## config.mk

```make
export PLATFORM = sky130hd
export DESIGN_NAME = mc_controller
export DESIGN_NICKNAME = d
export VERILOG_FILES = /design/src/rtl/mc_controller_pkg.sv /design/src/rtl/mc_controller_decode.sv /design/src/rtl/mc_controller.sv
export SDC_FILE = /design/constraint.sdc
export NUM_CORES = 1
export LEC_CHECK = 0
export ABC_CLOCK_PERIOD_IN_PS = 1480
export CAP_MARGIN = 20
export CORE_MARGIN = 2
export CORE_UTILIZATION = 35
export DETAILED_ROUTE_END_ITERATION = 8
export PLACE_DENSITY = 0.74
export SYNTH_ARGS = -nofsm -noshare
export SYNTH_HDL_FRONTEND = slang
export SYNTH_SLANG_ARGS = --single-unit
```

## constraint.sdc

```tcl
create_clock -name clk -period 1.48 [get_ports clk]
set_input_delay 0.222 -clock clk [delete_from_list [all_inputs] [get_ports clk]]
set_output_delay 0.222 -clock clk [all_outputs]
set_load 0.03 [all_outputs]
```

## src/rtl/mc_controller_pkg.sv

```systemverilog
// Shared definitions for the multi-cycle control path: opcodes, select codes, FSM states.
// Select codes are shared with the ALU and NPC blocks, so do not renumber them.
package mc_defs;
  localparam logic [5:0] OP_RTYPE = 6'h00;
  localparam logic [5:0] OP_ORI   = 6'h0d;
  localparam logic [5:0] OP_LW    = 6'h23;
  localparam logic [5:0] OP_SW    = 6'h2b;
  localparam logic [5:0] OP_BEQ   = 6'h04;
  localparam logic [5:0] OP_LUI   = 6'h0f;
  localparam logic [5:0] OP_JAL   = 6'h03;

  localparam logic [5:0] FN_ADDU  = 6'h21;
  localparam logic [5:0] FN_SUBU  = 6'h23;
  localparam logic [5:0] FN_JR    = 6'h08;

  localparam logic [2:0] ALU_ADD  = 3'd0;
  localparam logic [2:0] ALU_SUB  = 3'd1;
  localparam logic [2:0] ALU_OR   = 3'd2;

  localparam logic [2:0] NPC_ADD4 = 3'd0;
  localparam logic [2:0] NPC_BEQ  = 3'd1;
  localparam logic [2:0] NPC_JAL  = 3'd2;
  localparam logic [2:0] NPC_REG  = 3'd3;

  localparam logic [2:0] WD_ALU   = 3'd0;
  localparam logic [2:0] WD_MEM   = 3'd1;
  localparam logic [2:0] WD_PC    = 3'd2;
  localparam logic [2:0] WD_LUI   = 3'd3;

  localparam logic [1:0] DST_RT   = 2'd0;
  localparam logic [1:0] DST_RD   = 2'd1;
  localparam logic [1:0] DST_RA   = 2'd2;

  typedef enum logic [2:0] {
    S_FETCH  = 3'd0,
    S_DECODE = 3'd1,
    S_EXEC   = 3'd2,
    S_MEM    = 3'd3,
    S_WB     = 3'd4,
    S_HALT   = 3'd5
  } state_e;

  typedef struct packed {
    logic addu;
    logic subu;
    logic ori;
    logic lw;
    logic sw;
    logic beq;
    logic lui;
    logic jal;
    logic jr;
  } iclass_t;
endpackage

```

## src/rtl/mc_controller_decode.sv

```systemverilog
// Combinational opcode/func decode into a one-hot instruction class plus an illegal flag.
// Zero latency, no flow control.
module mc_decode
  import mc_defs::*;
(
  input  logic [5:0] i_opcode,
  input  logic [5:0] i_func,
  output iclass_t    o_cls,
  output logic       o_illegal
);
  logic w_rtype;

  assign w_rtype = (i_opcode == OP_RTYPE);

  always_comb begin
    o_cls      = '0;
    o_cls.addu = w_rtype && (i_func == FN_ADDU);
    o_cls.subu = w_rtype && (i_func == FN_SUBU);
    o_cls.jr   = w_rtype && (i_func == FN_JR);
    o_cls.ori  = (i_opcode == OP_ORI);
    o_cls.lw   = (i_opcode == OP_LW);
    o_cls.sw   = (i_opcode == OP_SW);
    o_cls.beq  = (i_opcode == OP_BEQ);
    o_cls.lui  = (i_opcode == OP_LUI);
    o_cls.jal  = (i_opcode == OP_JAL);
  end

  // Anything outside the supported set, including the all-zero nop, is illegal.
  assign o_illegal = (o_cls == '0);
endmodule

```

## src/rtl/mc_controller.sv

```systemverilog
// Multi-cycle MIPS control FSM: FETCH/DECODE/EXEC/MEM/WB with memory wait states.
// Enables are combinational from state; memory states last MEM_WAIT+1 cycles.
module mc_controller
  import mc_defs::*;
#(
  parameter int MEM_WAIT     = 0,
  parameter int ILLEGAL_TRAP = 0
) (
  input  logic       clk,
  input  logic       reset,
  input  logic [5:0] opcode,
  input  logic [5:0] func,
  input  logic       zero,
  output logic       IRWrite,
  output logic       PCWrite,
  output logic [2:0] NPC_sel,
  output logic       RegWrite,
  output logic [1:0] RegDst,
  output logic [2:0] WD_sel,
  output logic       ExtOp,
  output logic       ALU_s,
  output logic [2:0] ALUOP,
  output logic       MemWrite,
  output logic       retire,
  output logic       illegal,
  output logic [2:0] state
);
  localparam int CNT_W = (MEM_WAIT < 1) ? 1 : $clog2(MEM_WAIT + 1);
  localparam logic [CNT_W-1:0] WAIT_LAST = CNT_W'(MEM_WAIT);

  state_e           r_state;
  state_e           w_state_nxt;
  logic [CNT_W-1:0] r_cnt;
  logic             r_illegal;
  iclass_t          w_cls;
  logic             w_illegal;
  logic             w_mem_phase;
  logic             w_done;

  mc_decode u_decode (
    .i_opcode  (opcode),
    .i_func    (func),
    .o_cls     (w_cls),
    .o_illegal (w_illegal)
  );

  assign w_mem_phase = (r_state == S_FETCH) || (r_state == S_MEM);
  assign w_done      = (r_cnt == WAIT_LAST);

  // Counter is zero on entry to FETCH/MEM because it clears whenever an access completes.
  always_ff @(posedge clk) begin
    if (reset) begin
      r_state   <= S_FETCH;
      r_cnt     <= '0;
      r_illegal <= 1'b0;
    end else begin
      r_state <= w_state_nxt;
      r_cnt   <= (w_mem_phase && !w_done) ? r_cnt + CNT_W'(1) : '0;
      if (r_state == S_DECODE && w_illegal)
        r_illegal <= 1'b1;
    end
  end

  always_comb begin
    w_state_nxt = r_state;
    case (r_state)
      S_FETCH:  if (w_done) w_state_nxt = S_DECODE;
      S_DECODE: begin
        if (w_cls.jal || w_cls.jr)
          w_state_nxt = S_FETCH;
        else if (w_illegal)
          w_state_nxt = (ILLEGAL_TRAP != 0) ? S_HALT : S_FETCH;
        else
          w_state_nxt = S_EXEC;
      end
      S_EXEC: begin
        if (w_cls.lw || w_cls.sw)
          w_state_nxt = S_MEM;
        else if (w_cls.beq)
          w_state_nxt = S_FETCH;
        else
          w_state_nxt = S_WB;
      end
      S_MEM:    if (w_done) w_state_nxt = w_cls.lw ? S_WB : S_FETCH;
      S_WB:     w_state_nxt = S_FETCH;
      S_HALT:   w_state_nxt = S_HALT;
      default:  w_state_nxt = S_FETCH;
    endcase
  end

  always_comb begin
    IRWrite  = 1'b0;
    PCWrite  = 1'b0;
    NPC_sel  = NPC_ADD4;
    RegWrite = 1'b0;
    RegDst   = DST_RT;
    WD_sel   = WD_ALU;
    ExtOp    = 1'b0;
    ALU_s    = 1'b0;
    ALUOP    = ALU_ADD;
    MemWrite = 1'b0;
    retire   = 1'b0;
    if (!reset) begin
      case (r_state)
        S_FETCH: if (w_done) begin
          IRWrite = 1'b1;
          PCWrite = 1'b1;
        end
        S_DECODE: begin
          if (w_cls.jal) begin
            PCWrite  = 1'b1;
            NPC_sel  = NPC_JAL;
            RegWrite = 1'b1;
            RegDst   = DST_RA;
            WD_sel   = WD_PC;
            retire   = 1'b1;
          end else if (w_cls.jr) begin
            PCWrite = 1'b1;
            NPC_sel = NPC_REG;
            retire  = 1'b1;
          end else if (w_illegal && ILLEGAL_TRAP == 0) begin
            retire = 1'b1;
          end
        end
        S_EXEC: begin
          if (w_cls.subu) begin
            ALUOP = ALU_SUB;
          end else if (w_cls.ori) begin
            ALUOP = ALU_OR;
            ALU_s = 1'b1;
          end else if (w_cls.lw || w_cls.sw) begin
            ALU_s = 1'b1;
            ExtOp = 1'b1;
          end else if (w_cls.beq) begin
            ALUOP   = ALU_SUB;
            ExtOp   = 1'b1;
            NPC_sel = NPC_BEQ;
            PCWrite = zero;
            retire  = 1'b1;
          end
        end
        // The store strobe only fires once the access has fully waited out.
        S_MEM: if (w_done && w_cls.sw) begin
          MemWrite = 1'b1;
          retire   = 1'b1;
        end
        S_WB: begin
          RegWrite = 1'b1;
          retire   = 1'b1;
          if (w_cls.addu || w_cls.subu) RegDst = DST_RD;
          else if (w_cls.lw)            WD_sel = WD_MEM;
          else if (w_cls.lui)           WD_sel = WD_LUI;
        end
        default: ;
      endcase
    end
  end

  assign illegal = r_illegal;
  assign state   = r_state;
endmodule

```

==> flow_summary.yaml, run 1 <==
synthesis:
  ys_types: 41
  async_flop_share_pct: 0
  synth_top_cell_area_share_pct: 13.3
  postSynthCellCount: 107
  post-synth-top-area-cell: "dfxtp_1"
  postSynthAreaPerCell_um2: 7.02
  syn_area_um2: 751
  synth_ff_type: "dfxtp_1"
  synthTopCellsByArea: "dfxtp_1 (13%), a21oi_1 (6.7%), nor2_1 (6.0%), nor2b_1 (5.0%), nor3_1 (4.0%)"
  synth_edf_count: 0
  synth_warnings: 0
  ys_seq_area_share_pct: 13.3
  synth-seq-cells: 5
clock_tree:
  clock-sinks: 5
  cts_buffer_depth: 2
  cts_max_level: 1
  cts_tree: "built"
  numCtsBuffers: 3
  cts-root-buf: "clkbuf_4"
  clock_latency_ns: 0.25
  path_clk_slew_ns: 0.05
  hold_buffers: 0
floorplanning:
  die_h_um: 50.3
  top_level_ports: 37
  initial_core_util_pct: 37.5
  dieWidth_um: 50.3
  die_area_um2: 2530
  rows: 16
  core_um2: 2000
timing:
  setup_slack_ns: -0.617
  finalCritPeriodShare_pct: 142
  rsz0062_at_grt: "true"
  setup_viol: 17
  fin_skew_ns: 0.0000654
  period_minus_slack_ns: 2.10
  fmax_mhz: 477
  hold_violations: 0
  final_max_slew_viol_count: 0
  tns_ns: -5.48
pwr:
  p_sw_share_pct: 39.6
  combPwrFrac_pct: 51.0
  p_per_area_nw_per_um2: 349
  p_leak_nw: 0.801
  finalPower_mw: 0.648
  share_seq_of_total_power_pct: 22.2
  irDropWorstVdd_mv: 0.420
  p_sw_mw: 0.257
  pwr-share-clk_pct: 26.8
  p_int_mw: 0.392
worst_setup_path:
  crit_end: "retire"
  timing.rr.start: "state[1]"
  ff2ff_path_depth: 6
  crit_fanout: 2
  reg2reg_to: "state[2]"
  critPathRequiredTime_ns: 1.26
  crit_start: "state[1]"
  start_kind: "register"
  arrival_ns: 1.88
  crit_type: "register to output port"
  r2r_setup_slack_ns: -0.14
  crit_path_end_kind: "output port"
routing:
  totalWireLength_um: 5020
  viasPerCell: 6.12
  routed-wl-met3_um: 361
  wl_met2_um: 2550
  vias: 1297
  dr.pass1.iters: 4
  antenna_left: 0
  drc: 0
  wl_met1_um: 1750
  top_layer_used: "met4"
  dr.first_iter.drc_count: 49
  wl_per_cell_um: 23.7
hold_path:
  holdCritPathClass: "register to register"
placed_design:
  dp_hpwl_um: 2290
  gp_congestion: 0.826
  port_buffers: 33
status:
  outcome: "finished with violations"
  violations: "setup timing"
final_layout:
  nets: 201
  final_util_pct: 92.9
  final_cell_mix: "buf_4 (40), buf_6 (23), nor4_4 (5), nor2_4 (5), nor2_1 (5)"
  drive_gt1_share_pct: 72.4
  antenna_cells: 0
  final_common_cell: "buf_4"
  area_delta_synth_final_pct: 148
grt:
  antenna_found_initial: 0
  first_global_vias: 1151
  grt_usage_pct: 31.9
  grt_max_degree: 12
  grt.overflow.total: 0
  grt_first_pass_wirelength_um: 6030
flow_run:
  maxCapViolations: 0
## final cells by class
class	instances	area (um2)
inverter	4	15.0
timing repair buffer	82	764
fill	67	143
sequential	5	111
multi-input combinational	90	908
tap	27	33.8
clock buffer	4	26.3
## worst max-delay path: stages (launching register included)
cell and delay [ns]:
dfxtp_4 0.34, nand2b_4 0.15, nor2_4 0.13, nand3_2 0.11, or3_4 0.37, a311oi_4 0.34, buf_6 0.18
## how the worst min path moves through the flow
| stage | cells after the start | from | end |
|---|---|---|---|
| 2_1_floorplan | 3 | opcode[4] | state[1] |
| 3_3_place_gp | 2 | illegal | illegal |
| 3_5_place_dp | 2 | illegal | illegal |
| 4_1_cts | 2 | illegal | illegal |
| 5_1_grt | 2 | illegal | illegal |
| 6_report | 2 | illegal | illegal |
## stage by stage
| stage | cell area [um2] | instances | setup slack [ns] | hold WS [ns] |
|---|---|---|---|---|
| final | 1860 | 212 | -0.617 | 0.474 |
| after global routing | 1860 | 212 | -0.629 | 0.490 |
| after CTS | 1760 | 208 | -0.517 | 0.450 |
| after detailed placement | 1500 | 196 | -0.904 | 0.445 |
| after global placement | 1500 | 196 | -0.864 | 0.432 |
| after floorplan | 1000 | 110 | -0.298 | 0.434 |
## cell usage after synthesis (all sizes together) (2+ instances only)
cell type	n
inv	4
nand4b	2
o21ai	3
nor2	12
nand2	8
a21o	3
dfxtp	5
or2	3
nor4b	2
nor2b	6
nand3b	2
nor3	7
and2	3
a311oi	2
a21oi	10
nand3	4
nand2b	3
buf	10
or3	2
nor4	5
nand4	2
a2111oi	2
## state kept, by name (all words and copies together), names as in the netlist
register / count
r_cnt: 1
illegal: 1
state: 3
## logic make-up after synthesis
kind of cell | share of synthesized area (%)
simple gates | 51.2
xor+xnor | 1.17
compound gates | 23.0
buf+inv | 10.8
other cells | 0.500
flops | 13.3
## timing repair
item | CTS | global route
resized for setup | 99 | 25
gates cloned | 0 | 0
endpoints found under the setup margin | 22 | 18
setup buffers | 8 | 5
pin swaps | 24 | 18
## routing by layer
layer,vias to the layer above,GRT usage (%)
met5,-,0
met4,0,6.76
met3,43,1.19
met2,116,63.2
met1,600,37.3
li1,538,-
## power groups by stage
stage / clock [mW] / sequential, mW / combinational [mW]
floorplan: 0 / 0.155 / 0.133
global route: 0.180 / 0.144 / 0.339
finish: 0.173 / 0.144 / 0.331
global placement: 0 / 0.145 / 0.247
CTS: 0.173 / 0.143 / 0.279
detailed placement: 0 / 0.146 / 0.251
(Power assumes the default switching activity.)
==> run 2, diff against run 1 <==
Settings changed: CORE_ASPECT_RATIO set to 0.9.
==> run 2 against run 1 <==
Synthesized cell count unchanged. Area after synthesis unchanged. The run now fails in clock tree synthesis (4_1_cts).
==> flow_summary.yaml, run 2 <==
synthesis:
  postSynthAreaPerCell_um2: 7.02
  postSynthCellCount: 107
  synth_adder_area_share_pct: 0
  synthSimpleGateAreaFrac_pct: 51.2
  synth-compound-area-share_pct: 23.0
  synth_edf_count: 0
  synth_top_cell_area_share_pct: 13.3
  synth_top_family_by_area: "simple AND/OR/NAND/NOR gates"
  synthXorXnorAreaFrac_pct: 1.17
  synth-seq-cells: 5
  synth.most_common_cell: "nor2_1"
  yosys-top-cells-count: "nor2_1 (12), a21oi_1 (10), nand2_1 (8)"
  ys_seq_area_share_pct: 13.3
  synth_ff_type: "dfxtp_1"
  async_flop_share_pct: 0
  synth.area.mux_share_pct: 0
  post-synth-top-area-cell: "dfxtp_1"
  synth_warnings: 0
  syn_area_um2: 751
  synthTopCellsByArea: "dfxtp_1 (13%), a21oi_1 (6.7%), nor2_1 (6.0%), nor2b_1 (5.0%), nor3_1 (4.0%)"
  ys_types: 41
status:
  outcome: "aborted with a tool error"
  stop_stage: "clock tree synthesis (4_1_cts)"
  tool.error: "[ERROR DPL-0033] detailed placement checks failed during check placement."
clock_tree:
  cts_max_level: 1
  cts_buffer_depth: 2
  hold_buffers: 0
  postCtsSetupBuffers: 17
  clock-sinks: 5
  cts-root-buf: "clkbuf_4"
  numCtsBuffers: 3
  post_cts_resized: 116
floorplanning:
  rows: 15
  initial_core_util_pct: 38.1
  die_h_um: 47.9
  top_level_ports: 37
  dieWidth_um: 52.8
placed_design:
  port_buffers: 33
  dp_hpwl_um: 2440
  gp_congestion: 0.858
  dp.cells: 197
[run 2: cell counts after synthesis]
No cell type changed its count.
[run 2: per-stage QoR]
stage                     hold WS (ns)  cell area [um2]  worst slack (ns)
after floorplan                  0.434             1000            -0.298
after global placement           0.461             1520            -0.818
after detailed placement         0.462             1520            -0.910
[run 2: logic make-up after synthesis]
| family | count (synthesis) |
|---|---|
| xor gates and xnor gates | 1 |
| buffers and inverters | 15 |
| AOI/OAI and AO/OA | 23 |
| other | 1 |
| DFF | 5 |
| and+or+nand+nor | 62 |
==> run 3, diff against run 2 <==
Settings changed: ABC_CLOCK_PERIOD_IN_PS 1480 to 1900, CORE_ASPECT_RATIO 0.9 to not set, CORE_UTILIZATION 35 to 20, PLACE_DENSITY 0.74 to not set, PLACE_DENSITY_LB_ADDON set to 0.15.
Clock period 1.48 ns to 1.9 ns, I/O delays scaled along.
==> run 3 against run 2 <==
The flow now finishes, with violations (setup timing).
==> flow_summary.yaml, run 3 (same netlist as run 1, synthesis figures left out) <==
timing:
  fin_skew_ns: 0.000106
  setup_viol: 2
  rsz0062_at_grt: "true"
  final_max_slew_viol_count: 0
  setup_slack_ns: -0.0884
  period_minus_slack_ns: 1.99
  fmax_mhz: 503
  hold_violations: 0
  hold_slack_ns: 0.484
  finalCritPeriodShare_pct: 105
routing:
  viasPerCell: 4.47
  vias: 1023
  wl_per_cell_um: 12.9
  antenna_left: 0
  dr.pass1.iters: 4
  totalWireLength_um: 2960
  drc: 0
  dr.first_iter.drc_count: 24
pwr:
  irDropWorstVdd_mv: 0.143
  p_leak_nw: 0.711
  p_per_area_nw_per_um2: 309
  finalPower_mw: 0.517
final_layout:
  final_cell_mix: "buf_4 (49), buf_6 (14), nor2_1 (10)"
  multi_input_area_um2: 769
  regArea_um2: 106
  nets: 197
  antenna_cells: 0
  fillers: 377
  largest_register_ffs: 3
  final_util_pct: 46.0
  design_area_um2: 1670
  drive_gt1_share_pct: 61.3
  final_common_cell: "buf_4"
  area_delta_synth_final_pct: 122
worst_setup_path:
  timing.rr.start: "state[0]"
  crit_type: "register to output port"
  reg2reg_to: "state[1]"
  crit_fanout: 2
  crit_family: "simple AND/OR/NAND/NOR gates"
  crit_start: "state[1]"
  start_kind: "register"
  max_stage_delay_ns: 0.36
  path_buf_inv: 1
  critPathRequiredTime_ns: 1.62
  ff2ff_path_depth: 7
  cp.depth: 6
  crit_end: "retire"
  path_cells: "nand2b_4 > nor2_4 > nand3_2 > or3_4 > a311oi_4 > buf_6"
  r2r_setup_slack_ns: 0.39
  crit_slowest_cell: "or3_4"
  crit_path_end_kind: "output port"
  arrival_ns: 1.70
floorplanning:
  dieWidth_um: 65.3
  die_area_um2: 4260
  core_um2: 3630
  top_level_ports: 37
  rows: 22
  initial_core_util_pct: 20.7
  die_h_um: 65.3
grt:
  grt.overflow.total: 0
  first_global_vias: 1053
  antenna_found_initial: 0
  grt_max_degree: 12
  grt_first_pass_wirelength_um: 4860
  grt_usage_pct: 14.4
clock_tree:
  path_clk_slew_ns: 0.03
  cts_max_level: 1
  clock-sinks: 5
  cts_buffer_depth: 2
  numCtsBuffers: 3
  cts_tree: "built"
  clock_latency_ns: 0.22
  hold_buffers: 0
  cts-root-buf: "clkbuf_8"
placed_design:
  gp_congestion: 0.769
  dp_hpwl_um: 2200
  placed_cell_area_um2: 1400
  place_ws_ns: -0.593
  port_buffers: 33
hold_path:
  holdCritPathClass: "register to register"
  holdPathStages: 2
status:
  violations: "setup timing"
  outcome: "finished with violations"
flow_run:
  maxCapViolations: 0
-- run 3: how the worst min path moves through the flow --
stage | start | endpoint | slack, ns
2_1_floorplan | opcode[4] | state[1] | 0.50
3_3_place_gp | illegal | illegal | 0.48
3_5_place_dp | illegal | illegal | 0.49
4_1_cts | illegal | illegal | 0.49
5_1_grt | illegal | illegal | 0.51
6_report | illegal | illegal | 0.48
-- run 3: cell type report --
type,count,share of cell area (%)
Clock buffer,4,2.70
Inverter,4,0.899
Multi-Input combinational cell,90,46.1
Sequential cell,5,6.37
Tap cell,48,3.60
Timing Repair Buffer,78,40.4
-- run 3: layer usage --
layer  global-route usage [%]  wire [um]
met4                     3.91          0
met5                        0          0
met1                     17.4       1240
met2                     27.4       1630
met3                    0.514         78
-- run 3: where the power goes --
group	total (mW)	switching, mW	internal, mW
clock network	0.195	0.0508	0.144
registers	0.116	0.00614	0.110
logic	0.207	0.104	0.103
-- run 3: worst reg2reg max path, stage by stage, from the launching register on --
cell      delay, ns
dfxtp_4        0.35
buf_8          0.13
nand2b_4       0.16
buf_6          0.13
buf_4          0.12
a21o_1         0.17
a21o_1         0.18
o31ai_1        0.17
-- run 3: per-stage QoR --
step | instances | setup TNS, ns
4_1_cts | 228 | -0.137
2_1_floorplan | 110 | -0.0736
6_report | 229 | -0.163
3_3_place_gp | 215 | -5.24
3_5_place_dp | 215 | -5.63
5_1_grt | 229 | -0.599
-- run 3: what timing repair did --
action	in CTS	in global routing
pin swaps	14	7
resized for setup	79	15
endpoints found under the setup margin	15	13
buffers inserted	9	1
